<file path="config.mk">
export PLATFORM = sky130hd
export DESIGN_NAME = cdb_arbiter_flat
export DESIGN_NICKNAME = d
export VERILOG_FILES = /design/src/rtl/cdb_arbiter_if.sv /design/src/rtl/cdb_arbiter.sv /design/src/flat_wrapper.sv
export SDC_FILE = /design/constraint.sdc
export NUM_CORES = 1
export LEC_CHECK = 0
export CORE_MARGIN = 10
export CORE_UTILIZATION = 40
export DETAILED_ROUTE_END_ITERATION = 10
export PLACE_DENSITY = 0.65
export RECOVER_POWER = 50
export SETUP_SLACK_MARGIN = 0.1
export SLEW_MARGIN = 0
export SYNTH_ARGS = -nofsm -noshare
export SYNTH_HDL_FRONTEND = slang
export SYNTH_SLANG_ARGS = --single-unit
</file>
<file path="constraint.sdc">
create_clock -name clk -period 3.7 [get_ports clk]
set_clock_uncertainty 0.2 [all_clocks]
set_input_delay 0.37 -clock clk [delete_from_list [all_inputs] [get_ports clk]]
set_output_delay 0.37 -clock clk [all_outputs]
set_load 0.03 [all_outputs]
</file>
<file path="src/rtl/cdb_arbiter_if.sv">
`default_nettype none
// ============================================================================
// Module      : cdb_arbiter_if
// Description : Channel-side result handshake and common-data-bus broadcast
//               bundle for the CDB arbiter. The slave modport is the arbiter
//               view; the master modport is the execution-unit/consumer view.
// Revision    : 1.0 - initial release
// ============================================================================
interface cdb_arbiter_if #(
   parameter int N_CH   = 4,
   parameter int W_DATA = 32,
   parameter int W_TAG  = 6
);
   localparam int c_W_CH = $clog2(N_CH);

   // Channel result side (flattened, channel i at [i*W +: W])
   logic [N_CH-1:0]        ch_valid;
   logic [N_CH-1:0]        ch_ready;
   logic [N_CH*W_TAG-1:0]  ch_tag;
   logic [N_CH*W_DATA-1:0] ch_data;
   logic [N_CH-1:0]        ch_branch;
   logic [N_CH-1:0]        ch_branch_taken;

   // Broadcast side
   logic                   cdb_valid;
   logic [W_TAG-1:0]       cdb_tag;
   logic [W_DATA-1:0]      cdb_data;
   logic                   cdb_branch;
   logic                   cdb_branch_taken;
   logic [c_W_CH-1:0]      cdb_grant_ch;

   modport slave (
      input  ch_valid,
      input  ch_tag,
      input  ch_data,
      input  ch_branch,
      input  ch_branch_taken,
      output ch_ready,
      output cdb_valid,
      output cdb_tag,
      output cdb_data,
      output cdb_branch,
      output cdb_branch_taken,
      output cdb_grant_ch
   );

   modport master (
      output ch_valid,
      output ch_tag,
      output ch_data,
      output ch_branch,
      output ch_branch_taken,
      input  ch_ready,
      input  cdb_valid,
      input  cdb_tag,
      input  cdb_data,
      input  cdb_branch,
      input  cdb_branch_taken,
      input  cdb_grant_ch
   );
endinterface
`default_nettype wire

</file>
<file path="src/rtl/cdb_arbiter.sv">
`default_nettype none
// ============================================================================
// Module      : cdb_arbiter
// Description : Parametrised common-data-bus arbiter. Each execution channel
//               owns a one-entry result buffer; one buffered result per cycle
//               is granted round-robin and broadcast on a registered CDB.
//               A synchronous flush kills all buffered results and the CDB.
//               Optional macro CDB_STALL_STATS_EN adds a saturating 16-bit
//               stall_cnt output counting cycles with a full, ungranted buffer.
// Revision    : 1.0 - initial release
// ============================================================================
module cdb_arbiter #(
   parameter int N_CH   = 4,
   parameter int W_DATA = 32,
   parameter int W_TAG  = 6
) (
   input  logic        clk,
   input  logic        reset,      // asynchronous, active-low
   input  logic        flush,
`ifdef CDB_STALL_STATS_EN
   output logic [15:0] stall_cnt,
`endif
   cdb_arbiter_if.slave bus
);

   localparam int                 c_W_CH = $clog2(N_CH);
   localparam logic [c_W_CH:0]    c_N_CH = (c_W_CH+1)'(N_CH);
   localparam logic [c_W_CH-1:0]  c_LAST = c_W_CH'(N_CH - 1);
   localparam logic [c_W_CH-1:0]  c_ONE  = c_W_CH'(1);
   localparam logic [N_CH-1:0]    c_BIT0 = N_CH'(1);

   // Per-channel one-entry result buffers
   logic [N_CH-1:0]   r_buf_full;
   logic [W_TAG-1:0]  r_buf_tag  [N_CH];
   logic [W_DATA-1:0] r_buf_data [N_CH];
   logic [N_CH-1:0]   r_buf_branch;
   logic [N_CH-1:0]   r_buf_taken;

   // Round-robin pointer: channel with highest priority this cycle
   logic [c_W_CH-1:0] r_rr_ptr;

   // Registered broadcast
   logic              r_cdb_valid;
   logic [W_TAG-1:0]  r_cdb_tag;
   logic [W_DATA-1:0] r_cdb_data;
   logic              r_cdb_branch;
   logic              r_cdb_taken;
   logic [c_W_CH-1:0] r_cdb_grant_ch;

   // Arbitration wires
   logic              w_grant_valid;
   logic [c_W_CH-1:0] w_grant_idx;
   logic [N_CH-1:0]   w_grant;
   logic [c_W_CH-1:0] w_rr_next;
   logic [c_W_CH:0]   w_rr_sum;
   logic [N_CH-1:0]   w_ready;
   logic [N_CH-1:0]   w_accept;

   // Round-robin search: walk from r_rr_ptr, wrapping modulo N_CH, first full wins
   always_comb begin
      w_grant_valid = 1'b0;
      w_grant_idx   = '0;
      w_rr_sum      = '0;
      for (int k = 0; k < N_CH; k++) begin
         w_rr_sum = {1'b0, r_rr_ptr} + (c_W_CH+1)'(k);
         if (w_rr_sum >= c_N_CH) begin
            w_rr_sum = w_rr_sum - c_N_CH;
         end
         if (!w_grant_valid && r_buf_full[w_rr_sum[c_W_CH-1:0]]) begin
            w_grant_valid = 1'b1;
            w_grant_idx   = w_rr_sum[c_W_CH-1:0];
         end
      end
   end

   // One-hot grant, next pointer, and the ready/accept handshake.
   // A granted channel frees its slot this cycle, so it may reload immediately;
   // flush blocks every accept so nothing survives the kill.
   assign w_grant   = w_grant_valid ? (c_BIT0 << w_grant_idx) : '0;
   assign w_rr_next = (w_grant_idx == c_LAST) ? '0 : (w_grant_idx + c_ONE);
   assign w_ready   = flush ? '0 : (~r_buf_full | w_grant);
   assign w_accept  = bus.ch_valid & w_ready;

   // Result buffers: flush clears, accept loads (winning over a same-cycle grant), grant drains
   always_ff @(posedge clk or negedge reset) begin
      if (!reset) begin
         r_buf_full   <= '0;
         r_buf_branch <= '0;
         r_buf_taken  <= '0;
         for (int i = 0; i < N_CH; i++) begin
            r_buf_tag[i]  <= '0;
            r_buf_data[i] <= '0;
         end
      end else if (flush) begin
         r_buf_full <= '0;
      end else begin
         for (int i = 0; i < N_CH; i++) begin
            if (w_accept[i]) begin
               r_buf_full[i]   <= 1'b1;
               r_buf_tag[i]    <= bus.ch_tag[i*W_TAG +: W_TAG];
               r_buf_data[i]   <= bus.ch_data[i*W_DATA +: W_DATA];
               r_buf_branch[i] <= bus.ch_branch[i];
               r_buf_taken[i]  <= bus.ch_branch_taken[i];
            end else if (w_grant[i]) begin
               r_buf_full[i] <= 1'b0;
            end
         end
      end
   end

   // CDB register and round-robin pointer: load the winner, otherwise drop valid and hold payload
   always_ff @(posedge clk or negedge reset) begin
      if (!reset) begin
         r_cdb_valid    <= 1'b0;
         r_cdb_tag      <= '0;
         r_cdb_data     <= '0;
         r_cdb_branch   <= 1'b0;
         r_cdb_taken    <= 1'b0;
         r_cdb_grant_ch <= '0;
         r_rr_ptr       <= '0;
      end else if (flush) begin
         r_cdb_valid <= 1'b0;
         r_rr_ptr    <= '0;
      end else if (w_grant_valid) begin
         r_cdb_valid    <= 1'b1;
         r_cdb_tag      <= r_buf_tag[w_grant_idx];
         r_cdb_data     <= r_buf_data[w_grant_idx];
         r_cdb_branch   <= r_buf_branch[w_grant_idx];
         r_cdb_taken    <= r_buf_taken[w_grant_idx];
         r_cdb_grant_ch <= w_grant_idx;
         r_rr_ptr       <= w_rr_next;
      end else begin
         r_cdb_valid <= 1'b0;
      end
   end

   assign bus.ch_ready         = w_ready;
   assign bus.cdb_valid        = r_cdb_valid;
   assign bus.cdb_tag          = r_cdb_tag;
   assign bus.cdb_data         = r_cdb_data;
   assign bus.cdb_branch       = r_cdb_branch;
   assign bus.cdb_branch_taken = r_cdb_taken;
   assign bus.cdb_grant_ch     = r_cdb_grant_ch;

`ifdef CDB_STALL_STATS_EN
   logic [15:0] r_stall_cnt;
   logic        w_stall;

   // A stall is any buffered result left waiting behind this cycle's winner
   assign w_stall = |(r_buf_full & ~w_grant);

   // Saturating stall counter; only reset clears it so stats survive flushes
   always_ff @(posedge clk or negedge reset) begin
      if (!reset) begin
         r_stall_cnt <= '0;
      end else if (w_stall && (r_stall_cnt != 16'hFFFF)) begin
         r_stall_cnt <= r_stall_cnt + 16'd1;
      end
   end

   assign stall_cnt = r_stall_cnt;
`endif

endmodule
`default_nettype wire
</file>
<file path="src/flat_wrapper.sv">
// flat-port wrapper written by rule: the top's interface ports become plain ports
module cdb_arbiter_flat 
#(
   parameter int N_CH   = 4,
   parameter int W_DATA = 32,
   parameter int W_TAG  = 6
)
  (clk, reset, flush, bus_ch_valid, bus_ch_tag, bus_ch_data, bus_ch_branch, bus_ch_branch_taken, bus_ch_ready, bus_cdb_valid, bus_cdb_tag, bus_cdb_data, bus_cdb_branch, bus_cdb_branch_taken, bus_cdb_grant_ch);
  cdb_arbiter_if #(.N_CH(N_CH), .W_DATA(W_DATA), .W_TAG(W_TAG)) bus_i ();
  input  logic clk;
  input  logic reset;
  input  logic flush;
  input wire logic [$bits(bus_i.ch_valid)-1:0] bus_ch_valid;
  input wire logic [$bits(bus_i.ch_tag)-1:0] bus_ch_tag;
  input wire logic [$bits(bus_i.ch_data)-1:0] bus_ch_data;
  input wire logic [$bits(bus_i.ch_branch)-1:0] bus_ch_branch;
  input wire logic [$bits(bus_i.ch_branch_taken)-1:0] bus_ch_branch_taken;
  output wire logic [$bits(bus_i.ch_ready)-1:0] bus_ch_ready;
  output wire logic [$bits(bus_i.cdb_valid)-1:0] bus_cdb_valid;
  output wire logic [$bits(bus_i.cdb_tag)-1:0] bus_cdb_tag;
  output wire logic [$bits(bus_i.cdb_data)-1:0] bus_cdb_data;
  output wire logic [$bits(bus_i.cdb_branch)-1:0] bus_cdb_branch;
  output wire logic [$bits(bus_i.cdb_branch_taken)-1:0] bus_cdb_branch_taken;
  output wire logic [$bits(bus_i.cdb_grant_ch)-1:0] bus_cdb_grant_ch;
  assign bus_i.ch_valid = bus_ch_valid;
  assign bus_i.ch_tag = bus_ch_tag;
  assign bus_i.ch_data = bus_ch_data;
  assign bus_i.ch_branch = bus_ch_branch;
  assign bus_i.ch_branch_taken = bus_ch_branch_taken;
  assign bus_ch_ready = bus_i.ch_ready;
  assign bus_cdb_valid = bus_i.cdb_valid;
  assign bus_cdb_tag = bus_i.cdb_tag;
  assign bus_cdb_data = bus_i.cdb_data;
  assign bus_cdb_branch = bus_i.cdb_branch;
  assign bus_cdb_branch_taken = bus_i.cdb_branch_taken;
  assign bus_cdb_grant_ch = bus_i.cdb_grant_ch;
  cdb_arbiter #(.N_CH(N_CH), .W_DATA(W_DATA), .W_TAG(W_TAG)) u_core (.clk(clk), .reset(reset), .flush(flush), .bus(bus_i));
endmodule
</file>
**Yosys cells after proc, flatten, opt, wreduce, memory -nomap -nowiden**

Cells that the tools add are included.

- Reduce and logical (&&, ||, !) cells: 16
- Eq/ne operators: 1
- Muxes and demuxes: 46
- Shift-type cells: 1
- Add/subtract/negate cells: 8
- Bitwise logic cells: 5
- $lt $le $gt $ge: 10

Operator list:

| cell | count |
|---|---|
| binary-select mux 32 bit (select 2 bit) | 1 |
| 2-to-1 mux 32 bit | 2 |
| 2-to-1 mux 2 bit | 11 |
| 2-to-1 mux 1 bit | 20 |
| < comparator 2 x 3 -> 1 bit (second input constant) | 5 |
| binary-select mux 1 bit (select 2 bit) | 6 |
| binary-select mux 6 bit (select 2 bit) | 1 |
| >= comparator 3 bit (second input constant) | 4 |
| 2-to-1 mux 4 bit | 3 |
| 2-to-1 mux 6 bit | 2 |
| nonzero test 3 bit | 4 |
| AND reduction 2 bit | 5 |
| subtractor 2 x 1 -> 2 bit (second input constant) | 4 |
| adder 2 x 2 -> 3 bit (second input constant) | 2 |
| bitwise AND 4 bit | 1 |
| NOT 4 bit | 1 |
| OR 4 bit | 1 |
| << shifter 1 x 2 -> 4 bit (first input constant) | 1 |
| adder 2 x 1 -> 3 bit (second input constant) | 1 |
| >= comparator 2 x 3 -> 1 bit (second input constant) | 1 |
| logical AND 1 bit | 3 |
| logical NOT 1 bit | 3 |
| NOT 2 -> 3 bit | 1 |
| adder 2 x 1 -> 2 bit (second input constant) | 1 |
| other kinds (3) | 3 |

- Input bits: 167
- Register bits after elaboration: 209

**Depth between registers and ports, before layout**

Gate-level depths: netlist of run 1.

- Word-level depth: 21
- Mapped depth: 13
- Gate-level depth less buffers: 9

**Worst setup path before layout of run 1**

OpenSTA, ideal clock, no wires.

- Path type: reg2reg
- Start point: reg u_core.r_buf_full[2]
- End point: reg u_core.r_buf_branch[1]
- Buffers on the path: 3
- Cell stages (with the launch flop): 12
- Arrival: 2.802 ns
- Setup slack: 0.573 ns
- Cells stage by stage: dfrtp_1 nor2b_1 a221o_1 nand2_2 buf_2 ha_1 nor2b_1 nor2_1 and2_1 clkbuf_1 buf_2 mux2_2

- Longest elaborated chain between the ends: 18

RTL lines:

| element | RTL line | RTL |
|---|---|---|
| start, declared | cdb_arbiter.sv:33 | `logic [N_CH-1:0] r_buf_full;` |
| start signal, assigned | cdb_arbiter.sv:87 | `r_buf_full <= '0;` |
| start signal, assigned | cdb_arbiter.sv:95 | `r_buf_full <= '0;` |
| start signal, assigned by index | cdb_arbiter.sv:99 | `r_buf_full[i] <= 1'b1;` |
| binary-select mux 1 bit (select 2 bit) | cdb_arbiter.sv:69 | `if (!w_grant_valid && r_buf_full[w_rr_sum[c_W_CH-1:0]]) begin` |
| 2-to-1 mux 1 bit (implied by the code) | cdb_arbiter.sv:69 |  |
| 2-to-1 mux 1 bit | cdb_arbiter.sv:69 |  |
| logical NOT 1 bit | cdb_arbiter.sv:69 |  |
| logical AND 1 bit | cdb_arbiter.sv:69 |  |
| 2-to-1 mux 1 bit | cdb_arbiter.sv:69 |  |
| logical NOT 1 bit | cdb_arbiter.sv:69 |  |
| logical AND 1 bit | cdb_arbiter.sv:69 |  |
| [3 not listed] | n/a |  |
| 2-to-1 mux 2 bit | cdb_arbiter.sv:69 |  |
| << shifter 1 x 2 -> 4 bit | cdb_arbiter.sv:79 | `assign w_grant = w_grant_valid ? (c_BIT0 << w_grant_idx) : '0;` |
| 2-to-1 mux 4 bit (*) | cdb_arbiter.sv:79 |  |
| OR 4 bit (*) | cdb_arbiter.sv:81 | `assign w_ready = flush ? '0 : (~r_buf_full \| w_grant);` |
| 2-to-1 mux 4 bit (*) | cdb_arbiter.sv:81 |  |
| named net bus_ch_ready[1] | flat_wrapper.sv:18 | `output wire logic [$bits(bus_i.ch_ready)-1:0] bus_ch_ready;` |
| bitwise AND 4 bit (*) | cdb_arbiter.sv:82 | `assign w_accept = bus.ch_valid & w_ready;` |
| AND reduction 2 bit (no source line) (*) | n/a |  |
| end signal, assigned by index | cdb_arbiter.sv:102 | `r_buf_branch[i] <= bus.ch_branch[i];` |
| end, declared | cdb_arbiter.sv:36 | `logic [N_CH-1:0] r_buf_branch;` |

The timed path passes the listed nets; every way through them passes the cells marked *. The select of a mux whose other input is x is not followed.
A chain may end at the register's enable or synchronous reset.

**Worst setup path after layout of run 1**

- Start point: reg u_core.r_buf_full[2]
- End point: out bus_ch_ready[1]

- Longest elaborated chain between the ends: 16

RTL lines:

| element | RTL line |
|---|---|
| binary-select mux 1 bit (select 2 bit) | cdb_arbiter.sv:69 |
| 2-to-1 mux 1 bit (implied by the code) | cdb_arbiter.sv:69 |
| 2-to-1 mux 1 bit | cdb_arbiter.sv:69 |
| logical NOT 1 bit | cdb_arbiter.sv:69 |
| logical AND 1 bit | cdb_arbiter.sv:69 |
| 2-to-1 mux 1 bit | cdb_arbiter.sv:69 |
| logical NOT 1 bit | cdb_arbiter.sv:69 |
| logical AND 1 bit | cdb_arbiter.sv:69 |
| 2-to-1 mux 1 bit | cdb_arbiter.sv:69 |
| logical NOT 1 bit | cdb_arbiter.sv:69 |
| logical AND 1 bit | cdb_arbiter.sv:69 |
| 2-to-1 mux 2 bit | cdb_arbiter.sv:69 |
| << shifter 1 x 2 -> 4 bit | cdb_arbiter.sv:79 |
| 2-to-1 mux 4 bit (*) | cdb_arbiter.sv:79 |
| OR 4 bit (*) | cdb_arbiter.sv:81 |
| 2-to-1 mux 4 bit (*) | cdb_arbiter.sv:81 |
| end, declared | flat_wrapper.sv:18 |

Mark *: on every way between the ends. The rest lies on a longest branch, timed or not. The select of a mux whose other input is x is not followed.

==> results.py, run 1 <==
metrics = {
    "cells_and_area": {
        "ff_latch_area_um2": 5230,
        "multi_input_area_um2": 4130,
        "drive_gt1_share_pct": 29.6,
        "mostFrequentLayoutCells": "209 x dfrtp_1, 190 x clkdlybuf4s50_1, 140 x mux2_2, 53 x nor2_1, 41 x mux2i_1",
        "final_common_cell": "dfrtp_1",
        "nFillCells": 2053,
        "area_growth_syn_to_layout_pct": 33.1,
        "finalNonFillerCells": 1223,
        "nNetsFinal": 1053,
    },
    "floorplanning": {
        "die-area_um2": 30800,
        "rows": 56,
        "die_w_um": 175,
        "ioPinCount": 214,
        "coreArea_um2": 23600,
        "fp.dieH_um": 175,
        "initial_utilization_pct": 40.9,
    },
    "worst_setup_path": {
        "end_kind": "primary output",
        "critical-path-top-delay-family": "buffers and inverters",
        "crit_type": "reg2out",
        "slowest_stage": "dfrtp_1",
        "critPathMaxFanout": 23,
        "worstPathRequired_ps": 3130,
        "path_cells": "nor2b_1 -> a221o_1 -> nand2_1 -> buf_4 -> ha_1 -> nor2b_1 -> nor2_1 -> buf_4",
        "worst_setup_path_start_kind": "register",
        "r2r_setup_slack_ps": 670,
        "crit_path_max_incr_delay_ps": 450,
        "crit_buf_inv": 2,
        "cp.arrival_ps": 2570,
    },
    "clock_network": {
        "clock_latency_ps": 530,
        "cts_max_path_buffers": 3,
        "numCtsBuffers": 24,
        "cts_tree": "built",
        "clk_pin_slew_worst_paths_ps": 60,
        "clkSinkCount": 209,
        "root_buffer": "clkbuf_16",
        "htree_levels": 1,
    },
    "drt": {
        "drc": 0,
        "ant_nets": 0,
        "first_pass_iters": 4,
        "wl_per_cell_um": 22.4,
        "viasPerCell": 5.16,
        "drt_wl_total_um": 27400,
        "vias": 6315,
        "drtIter0Drc": 396,
    },
    "sta": {
        "tightest_slew_ps": 2120,
        "drv_slew": 81,
        "fin_tns_setup_ps": 0,
        "hold_viol": 0,
        "max_freq_ghz": 0.318,
        "min_period_over_period_pct": 84.9,
        "slew_headroom_pct": -41.0,
        "rsz0062_at_grt": "no",
        "min_period_ps": 3140,
        "setup_viol": 0,
    },
    "synth": {
        "synth_top_area_share_pct": 54.1,
        "yosysWarnings": 0,
        "synth_area_um2": 9670,
        "syn_inst": 680,
        "yosysTopAreaCell": "dfrtp_1",
        "ys_seq_area_share_pct": 54.1,
        "yosys.cell_types.count": 40,
        "synth_area_leaders": "dfrtp_1 54%, mux2_2 16%, a2111oi_4 5.1%, mux2i_1 4.2%, a211oi_2 2.7%",
        "syn-num-nets": 849,
        "yosys_register_bits": 209,
        "synth.avg_cell_area_um2": 14.2,
    },
    "status": {
        "violations": "capacitance limit, slew limit",
        "status": "finished, violations left",
    },
    "power_and_ir_drop": {
        "cellPowerDensity_nw_per_um2": 597,
        "pwr-share-comb_pct": 29.2,
        "clock_power_share_pct": 29.9,
        "p_int_mw": 5.23,
        "worst_ir_drop_vdd_uv": 287,
        "switching_power_mw": 2.45,
        "p_leak_nw": 5.26,
        "switching_share_pct": 31.9,
        "seqPwrFrac_pct": 40.8,
    },
    "place": {
        "port_buffers": 213,
        "hpwl_um": 18400,
        "dp_cells": 1176,
        "gp_congestion": 0.778,
    },
    "worst_hold_path": {
        "hp-class": "in2reg",
    },
    "grt": {
        "grt_util_all_layers_pct": 17.5,
        "grt_antenna_before_repair": 4,
        "grt_pass1_vias": 7037,
        "grt_remaining_overflow": 0,
        "grt_max_degree": 82,
        "grt_pass1_wl_um": 42500,
    },
    "flow_run": {
        "max_cap_viol_count": 1,
    },
}
power groups by stage:
stage | Combinational (mW) | Sequential [mW] | Clock (mW)
3_3_place_gp | 2.28 | 3.17 | 0
3_5_place_dp | 2.31 | 3.18 | 0
5_1_grt | 2.42 | 3.21 | 2.43
2_1_floorplan | 1.14 | 3.43 | 0
6_report | 2.25 | 3.14 | 2.30
4_1_cts | 2.31 | 3.14 | 2.35
routing by layer:
metal	wire [um]	global-route usage, %
met2	12200	27.1
met4	282	2.58
met3	2120	5.75
met1	12700	23.8
met5	12	0
through the flow:
step / setup slack [ps] / utilization, % / power [mW] / instance area (um^2) / hold WS [ps]
after floorplan: 573 / - / 4.56 / 9670 / -126
after global placement: 730 / 51.2 / 5.44 / 12100 / 256
after detailed placement: 697 / 51.2 / 5.49 / 12100 / 258
after CTS: 550 / 54.5 / 7.81 / 12900 / 219
after global routing: 263 / 54.5 / 8.06 / 12900 / 230
final: 558 / 54.5 / 7.69 / 12900 / 236
state kept, by name, summed over array words and instances, names as in the netlist:
register / flops
u_core.r_buf_taken: 4
u_core.bus.cdb_branch_taken: 1
u_core.bus.cdb_branch: 1
u_core.bus.cdb_grant_ch: 2
u_core.r_buf_data: 128
u_core.r_buf_branch: 4
u_core.bus.cdb_data: 32
u_core.r_rr_ptr: 2
u_core.bus.cdb_tag: 6
u_core.bus.cdb_valid: 1
u_core.r_buf_tag: 24
u_core.r_buf_full: 4
cell usage after synthesis, drive strengths merged:
master / instances
a211oi: 39
ha: 2
o311ai: 1
o21bai: 2
clkbuf: 9
nor4: 1
a21o: 2
a21bo: 1
o21ai: 2
nor2b: 5
a221o: 1
and3: 39
a31oi: 2
nor2: 55
and2: 3
a211o: 1
a2111oi: 39
nand2: 8
buf: 44
nand3: 1
or2: 1
dfrtp: 209
mux2i: 41
a21oi: 5
a22oi: 2
inv: 5
mux2: 160
path summary, 6_finish.rpt:
kind / cells past startpoint / to / startpoint
max in group asynchronous: 3 / u_core.r_buf_full[0] / reset
worst max-delay path: 8 / bus_ch_ready[1] / u_core.r_buf_full[2]
worst min register to register: 1 / u_core.r_buf_tag[9] / u_core.r_buf_tag[9]
worst min-delay path: 2 / u_core.r_buf_data[43] / bus_ch_data[75]
worst max register to register: 10 / u_core.r_buf_taken[1] / u_core.r_buf_full[2]
min in group asynchronous: 2 / u_core.r_buf_data[102] / reset
worst register-to-register path: cells and delay by family, from the launching register on:
kind	cells	cell delay, ps
adder cells (fa/ha/maj)	1	220
flip-flops	1	450
AO/OA/AOI/OAI	1	360
multiplexers	1	400
buffers and inverters	2	640
AND/OR/NAND/NOR	5	640
timing repair:
item / in CTS / in global routing
gates resized for setup: 0 / 0
hold buffers: 1 / 0
setup buffers: 0 / 0
endpoints found under the hold margin: 78 / 0
kinds of logic (layout without fill, tap and decap cells):
family	Yosys count	after routing	share of synthesized area [%]
fa+ha+maj	2	2	0.259
other cells	0	4	0
buf+inv	58	278	3.42
compound gates	97	97	13.4
mux	201	201	22.9
simple gates	113	113	5.91
flops	209	209	54.1
area by class of cell:
class | count | area share [%]
multi-input combinational | 413 | 32.1
sequential | 209 | 40.6
clock inverter | 8 | 0.437
antenna | 4 | 0.0778
timing repair buffer | 231 | 17.9
clock buffer | 34 | 5.58
inverter | 5 | 0.146
tap | 319 | 3.10
Power figures use the tool's default switching activity.
==> inputs of run 2 (changes only) <==
==> constraint.sdc (replaced) <==
create_clock -name clk -period 3.1 [get_ports clk]
set_clock_uncertainty 0.2 [all_clocks]
set_input_delay 0.31 -clock clk [delete_from_list [all_inputs] [get_ports clk]]
set_output_delay 0.31 -clock clk [all_outputs]
set_load 0.03 [all_outputs]
==> run 2 against run 1 <==
The flow still finishes with violations (capacitance limit, slew limit); cell count increased by 0.33%; wire length decreased by 0.27%; clock-buffer cell count increased by 6; worst setup slack got worse by 250 ps; design area increased by 0.37%.
==> results.py, run 2 (same netlist as run 1, synthesis figures left out) <==
metrics = {
    "status": {
        "status": "finished, violations left",
        "violations": "capacitance limit, slew limit",
    },
    "drt": {
        "first_pass_iters": 4,
        "vias": 6351,
        "ant_nets": 0,
        "drc": 0,
        "drt_wl_total_um": 27300,
        "viasPerCell": 5.18,
        "wl_per_cell_um": 22.3,
        "drtIter0Drc": 390,
    },
    "sta": {
        "hold_viol": 0,
        "worst_hold_slack_ps": 189,
        "max_freq_ghz": 0.359,
        "fin_ws_ps": 311,
        "setup_viol": 0,
        "tightest_slew_ps": 2170,
        "drv_slew": 90,
        "min_period_ps": 2790,
        "fin_tns_setup_ps": 0,
        "slew_headroom_pct": -44.4,
        "rsz0062_at_grt": "no",
        "min_period_over_period_pct": 90.0,
    },
    "cells_and_area": {
        "largest_register_ff_count": 128,
        "nNetsFinal": 1057,
        "final_cell_area_um2": 12900,
        "final_common_cell": "dfrtp_1",
        "drive_gt1_share_pct": 29.2,
        "mostFrequentLayoutCells": "209 x dfrtp_1, 192 x clkdlybuf4s50_1, 140 x mux2_2, 51 x nor2_1, 41 x mux2i_1",
        "top_register": "u_core.r_buf_data",
        "area_growth_syn_to_layout_pct": 33.6,
    },
    "power_and_ir_drop": {
        "pwr-share-comb_pct": 29.3,
        "switching_power_mw": 2.89,
        "clock_power_share_pct": 30.0,
        "cellPowerDensity_nw_per_um2": 714,
        "switching_share_pct": 31.3,
        "total_power_mw": 9.22,
        "p_leak_nw": 5.28,
        "seqPwrFrac_pct": 40.7,
        "p_int_mw": 6.33,
        "worst_ir_drop_vdd_uv": 462,
    },
    "clock_network": {
        "root_buffer": "clkbuf_16",
        "cts_tree": "built",
        "htree_levels": 1,
        "cts_max_path_buffers": 3,
        "clkSinkCount": 209,
        "numCtsBuffers": 24,
        "clk_pin_slew_worst_paths_ps": 60,
        "cts_setup_buffers": 0,
        "clock_latency_ps": 510,
        "cts_resized": 0,
    },
    "floorplanning": {
        "fp.dieH_um": 175,
        "die-area_um2": 30800,
        "coreArea_um2": 23600,
        "rows": 56,
        "ioPinCount": 214,
        "initial_utilization_pct": 40.9,
        "die_w_um": 175,
    },
    "grt": {
        "grt_antenna_before_repair": 3,
        "grt_remaining_overflow": 0,
        "grt_util_all_layers_pct": 17.5,
        "grt_max_degree": 91,
        "grt_pass1_vias": 6958,
        "grt_pass1_wl_um": 42700,
    },
    "worst_setup_path": {
        "critPathMaxFanout": 7,
        "crit_type": "reg2out",
        "worstPathRequired_ps": 2590,
        "end_kind": "primary output",
        "cp.arrival_ps": 2280,
        "worst_setup_path_start_kind": "register",
    },
    "place": {
        "place_ws_ps": 373,
        "gp_congestion": 0.786,
        "place_area_um2": 12100,
        "port_buffers": 213,
        "hpwl_um": 18400,
    },
    "flow_run": {
        "max_cap_viol_count": 1,
    },
    "worst_hold_path": {
        "hp-class": "in2reg",
    },
}
==> run 2: changes by cell type in the layout (fill, tap and decap cells not counted), moves of 2 or more <==
cell | before | now
clkinvlp_4 | 2 | 0
nor2_1 | 53 | 51
clkbuf_2 | 3 | 0
buf_4 | 13 | 17
clkbuf_1 | 2 | 11
clkdlybuf4s50_1 | 190 | 192
clkinv_2 | 5 | 1
nor2_2 | 0 | 2
clkbuf_8 | 8 | 5
dlygate4sd3_1 | 21 | 19
==> run 2: worst paths after layout <==
kind                                               to  slack, ps  depth (start not counted)                        from
max                                   bus_ch_ready[3]        310                          8        u_core.r_buf_full[2]
min                             u_core.r_buf_data[50]        190                          2             bus_ch_data[82]
max reg2reg                    u_core.bus.cdb_data[3]        360                          7        u_core.r_buf_full[2]
min reg2reg                u_core.bus.cdb_grant_ch[1]        290                          1  u_core.bus.cdb_grant_ch[1]
max in group asynchronous       u_core.r_buf_data[12]        580                          3                       reset
min in group asynchronous       u_core.r_buf_data[38]        720                          2                       reset
==> run 2: layout make-up <==
cell class,count,area [um^2]
fillers,1984,10700
clock buffers,40,732
clock inverters,3,43.8
inverters,5,18.8
repair buffers,235,2350
flip-flops and latches,209,5230
well taps,319,399
diodes,3,7.51
multi-input cells,413,4140
==> run 2: critical path: stages (launching register included) <==
cell     delay (ps)
dfrtp_1         450
nor2b_1         170
a221o_1         360
nand2_1         120
inv_2            50
ha_1            200
nor2_1          180
nor2_2           60
buf_4           180
==> run 2: timing repair <==
action | CTS | global route
endpoints found under the setup margin | 0 | 0
hold buffers | 1 | 0
hold endpoints to repair | 84 | 0
==> run 2: per-stage QoR <==
| step | utilization (%) | std cells |
|---|---|---|
| after global routing | 54.7 | 1224 |
| final | 54.7 | 1227 |
| after floorplan | - | 680 |
| after CTS | 54.7 | 1224 |
| after detailed placement | 51.4 | 1180 |
| after global placement | 51.4 | 1180 |
==> run 2: power groups by stage <==
stage,combinational [mW],sequential (mW),clock (mW)
after floorplan,1.36,4.09,0
after global placement,2.72,3.79,0
after detailed placement,2.76,3.79,0
after CTS,2.78,3.75,2.84
after global routing,2.89,3.84,2.95
final,2.70,3.75,2.77
==> run 2: layer usage <==
metal,part of all wire (%),global-route usage (%)
met5,0.037,0
met4,1.4,3.21
met1,45,24.0
met3,7.5,5.21
met2,46,27.2
==> inputs of run 3 (changes only) <==
--- a/config.mk
+++ b/config.mk
@@ -5,8 +5,9 @@
 export SDC_FILE = /design/constraint.sdc
 export NUM_CORES = 1
 export LEC_CHECK = 0
-export CORE_MARGIN = 10
+export CORE_MARGIN = 2
 export CORE_UTILIZATION = 40
+export CTS_CLUSTER_SIZE = 40
 export DETAILED_ROUTE_END_ITERATION = 10
 export PLACE_DENSITY = 0.65
 export RECOVER_POWER = 50
==> run 3 against run 2 <==
The run still ends with capacitance limit, slew limit left; sequential share of layout area is 0.30 points higher; maximum frequency is 0.51% higher; register-to-register slack hardly changed; critical path type unchanged; critical endpoint is now bus_ch_ready[2]; largest power group unchanged; highest routed layer is now met4.
==> results.py, run 3 (same netlist as run 1, synthesis figures left out) <==
metrics = {
    "status": {
        "status": "finished, violations left",
        "violations": "capacitance limit, slew limit",
    },
    "cells_and_area": {
        "drive_gt1_share_pct": 28.8,
        "top_register": "u_core.r_buf_data",
        "post-route-util_pct": 54.3,
        "nNetsFinal": 1054,
        "finalNonFillerCells": 1218,
        "largest_register_ff_count": 128,
        "area_growth_syn_to_layout_pct": 32.6,
        "mostFrequentLayoutCells": "209 x dfrtp_1, 193 x clkdlybuf4s50_1, 140 x mux2_2, 51 x nor2_1, 41 x mux2i_1",
        "final_common_cell": "dfrtp_1",
    },
    "worst_setup_path": {
        "end_kind": "primary output",
        "worstPathRequired_ps": 2590,
        "critical-path-top-delay-family": "buffers and inverters",
        "slowest_stage": "clkdlybuf4s50_1",
        "path_cells": "a21oi_1 -> o21bai_1 -> a31oi_1 -> clkdlybuf4s50_1",
        "crit_buf_inv": 1,
        "worst_setup_path_start_kind": "register",
        "crit_type": "reg2out",
        "cp.arrival_ps": 2260,
        "r2r_setup_slack_ps": 350,
        "critPathMaxFanout": 9,
        "crit_path_max_incr_delay_ps": 730,
    },
    "sta": {
        "setup_viol": 0,
        "tightest_slew_ps": 2160,
        "rsz0062_at_grt": "no",
        "fin_tns_setup_ps": 0,
        "min_period_ps": 2770,
        "hold_viol": 0,
        "slew_headroom_pct": -44.0,
        "min_period_over_period_pct": 89.5,
        "fin_ws_ps": 325,
        "drv_slew": 94,
        "max_freq_ghz": 0.360,
    },
    "grt": {
        "grt_pass1_vias": 6725,
        "grt_max_degree": 96,
        "grt_util_all_layers_pct": 19.9,
        "grt_pass1_wl_um": 39800,
        "grt_antenna_before_repair": 2,
        "grt_remaining_overflow": 0,
    },
    "drt": {
        "drc": 0,
        "viasPerCell": 5.16,
        "wl_per_cell_um": 20.7,
        "drt_wl_total_um": 25200,
        "drtIter0Drc": 269,
        "ant_nets": 0,
        "first_pass_iters": 6,
        "vias": 6281,
    },
    "floorplanning": {
        "fp.dieH_um": 159,
        "coreArea_um2": 23600,
        "ioPinCount": 214,
        "rows": 56,
        "die-area_um2": 25400,
        "initial_utilization_pct": 40.9,
        "die_w_um": 159,
    },
    "worst_hold_path": {
        "hp-class": "in2reg",
    },
    "clock_network": {
        "hold_buffers": 1,
        "cts_max_path_buffers": 3,
        "clkSinkCount": 209,
        "root_buffer": "clkbuf_16",
        "cts_tree": "built",
        "clk_pin_slew_worst_paths_ps": 60,
        "cts_resized": 0,
        "htree_levels": 1,
        "numCtsBuffers": 22,
        "clock_latency_ps": 510,
        "cts_setup_buffers": 0,
    },
    "place": {
        "dp_cells": 1179,
        "port_buffers": 213,
        "gp_congestion": 0.783,
        "place_ws_ps": 357,
        "hpwl_um": 16300,
    },
    "power_and_ir_drop": {
        "worst_ir_drop_vdd_uv": 397,
        "p_leak_nw": 5.24,
        "cellPowerDensity_nw_per_um2": 697,
    },
    "flow_run": {
        "max_cap_viol_count": 1,
    },
}
run 3: cell types whose count changed in the layout (fill, tap and decap cells not counted), sizes merged:
cell	delta
buf	-1
clkinv	-2
bufinv	-1
clkbuf	-3
dlygate4sd3	-1
clkdlybuf4s50	+1
diode	-2
run 3: area by class of cell:
class | instances | area (um^2)
clock buffers | 37 | 678
fillers | 1998 | 10800
multi-input cells | 413 | 4140
repair buffers | 234 | 2350
inverters | 5 | 18.8
well taps | 319 | 399
flip-flops and latches | 209 | 5230
diodes | 1 | 2.50
run 3: stage by stage:
stage / hold slack [ps] / area [um^2] / total power [mW]
CTS: 179 / 12800 / 9.08
detailed placement: 190 / 12100 / 6.53
global placement: 193 / 12100 / 6.49
finish: 198 / 12800 / 8.93
floorplan: -186 / 9670 / 5.45
global route: 189 / 12800 / 9.37
run 3: worst paths after layout:
kind                                       startpoint                    end  depth (start not counted)
worst max-delay path               u_core.r_rr_ptr[0]        bus_ch_ready[2]                          4
worst min-delay path                  bus_ch_data[89]  u_core.r_buf_data[57]                          2
worst max register to register     u_core.r_rr_ptr[0]    u_core.r_buf_tag[0]                         10
worst min register to register  u_core.r_buf_data[51]  u_core.r_buf_data[51]                          1
max in group asynchronous                       reset   u_core.r_buf_tag[22]                          2
min in group asynchronous                       reset  u_core.r_buf_data[39]                          2
run 3: power breakdown:
group          internal (mW)  switching [mW]  leakage, nW
combinational           1.29            1.38         2.46
clock                   1.47            1.03        0.330
sequential              3.37           0.397         2.44
run 3: per-layer routing:
metal | global-route usage [%] | share of wire (%) | vias to the layer above
li1 | - | - | 2916
met5 | 0 | 0 | -
met1 | 27.6 | 46 | 3167
met4 | 3.55 | 1.6 | 0
met2 | 32.1 | 47 | 172
met3 | 4.71 | 5.6 | 26
run 3: worst register-to-register path: stages (launching register included):
cell	delay, ps
dfrtp_1	480
nor2_1	110
a22oi_2	330
nand2_8	80
inv_1	110
ha_1	190
nor2_1	70
nor2_2	90
and2_2	300
buf_12	280
mux2_2	400
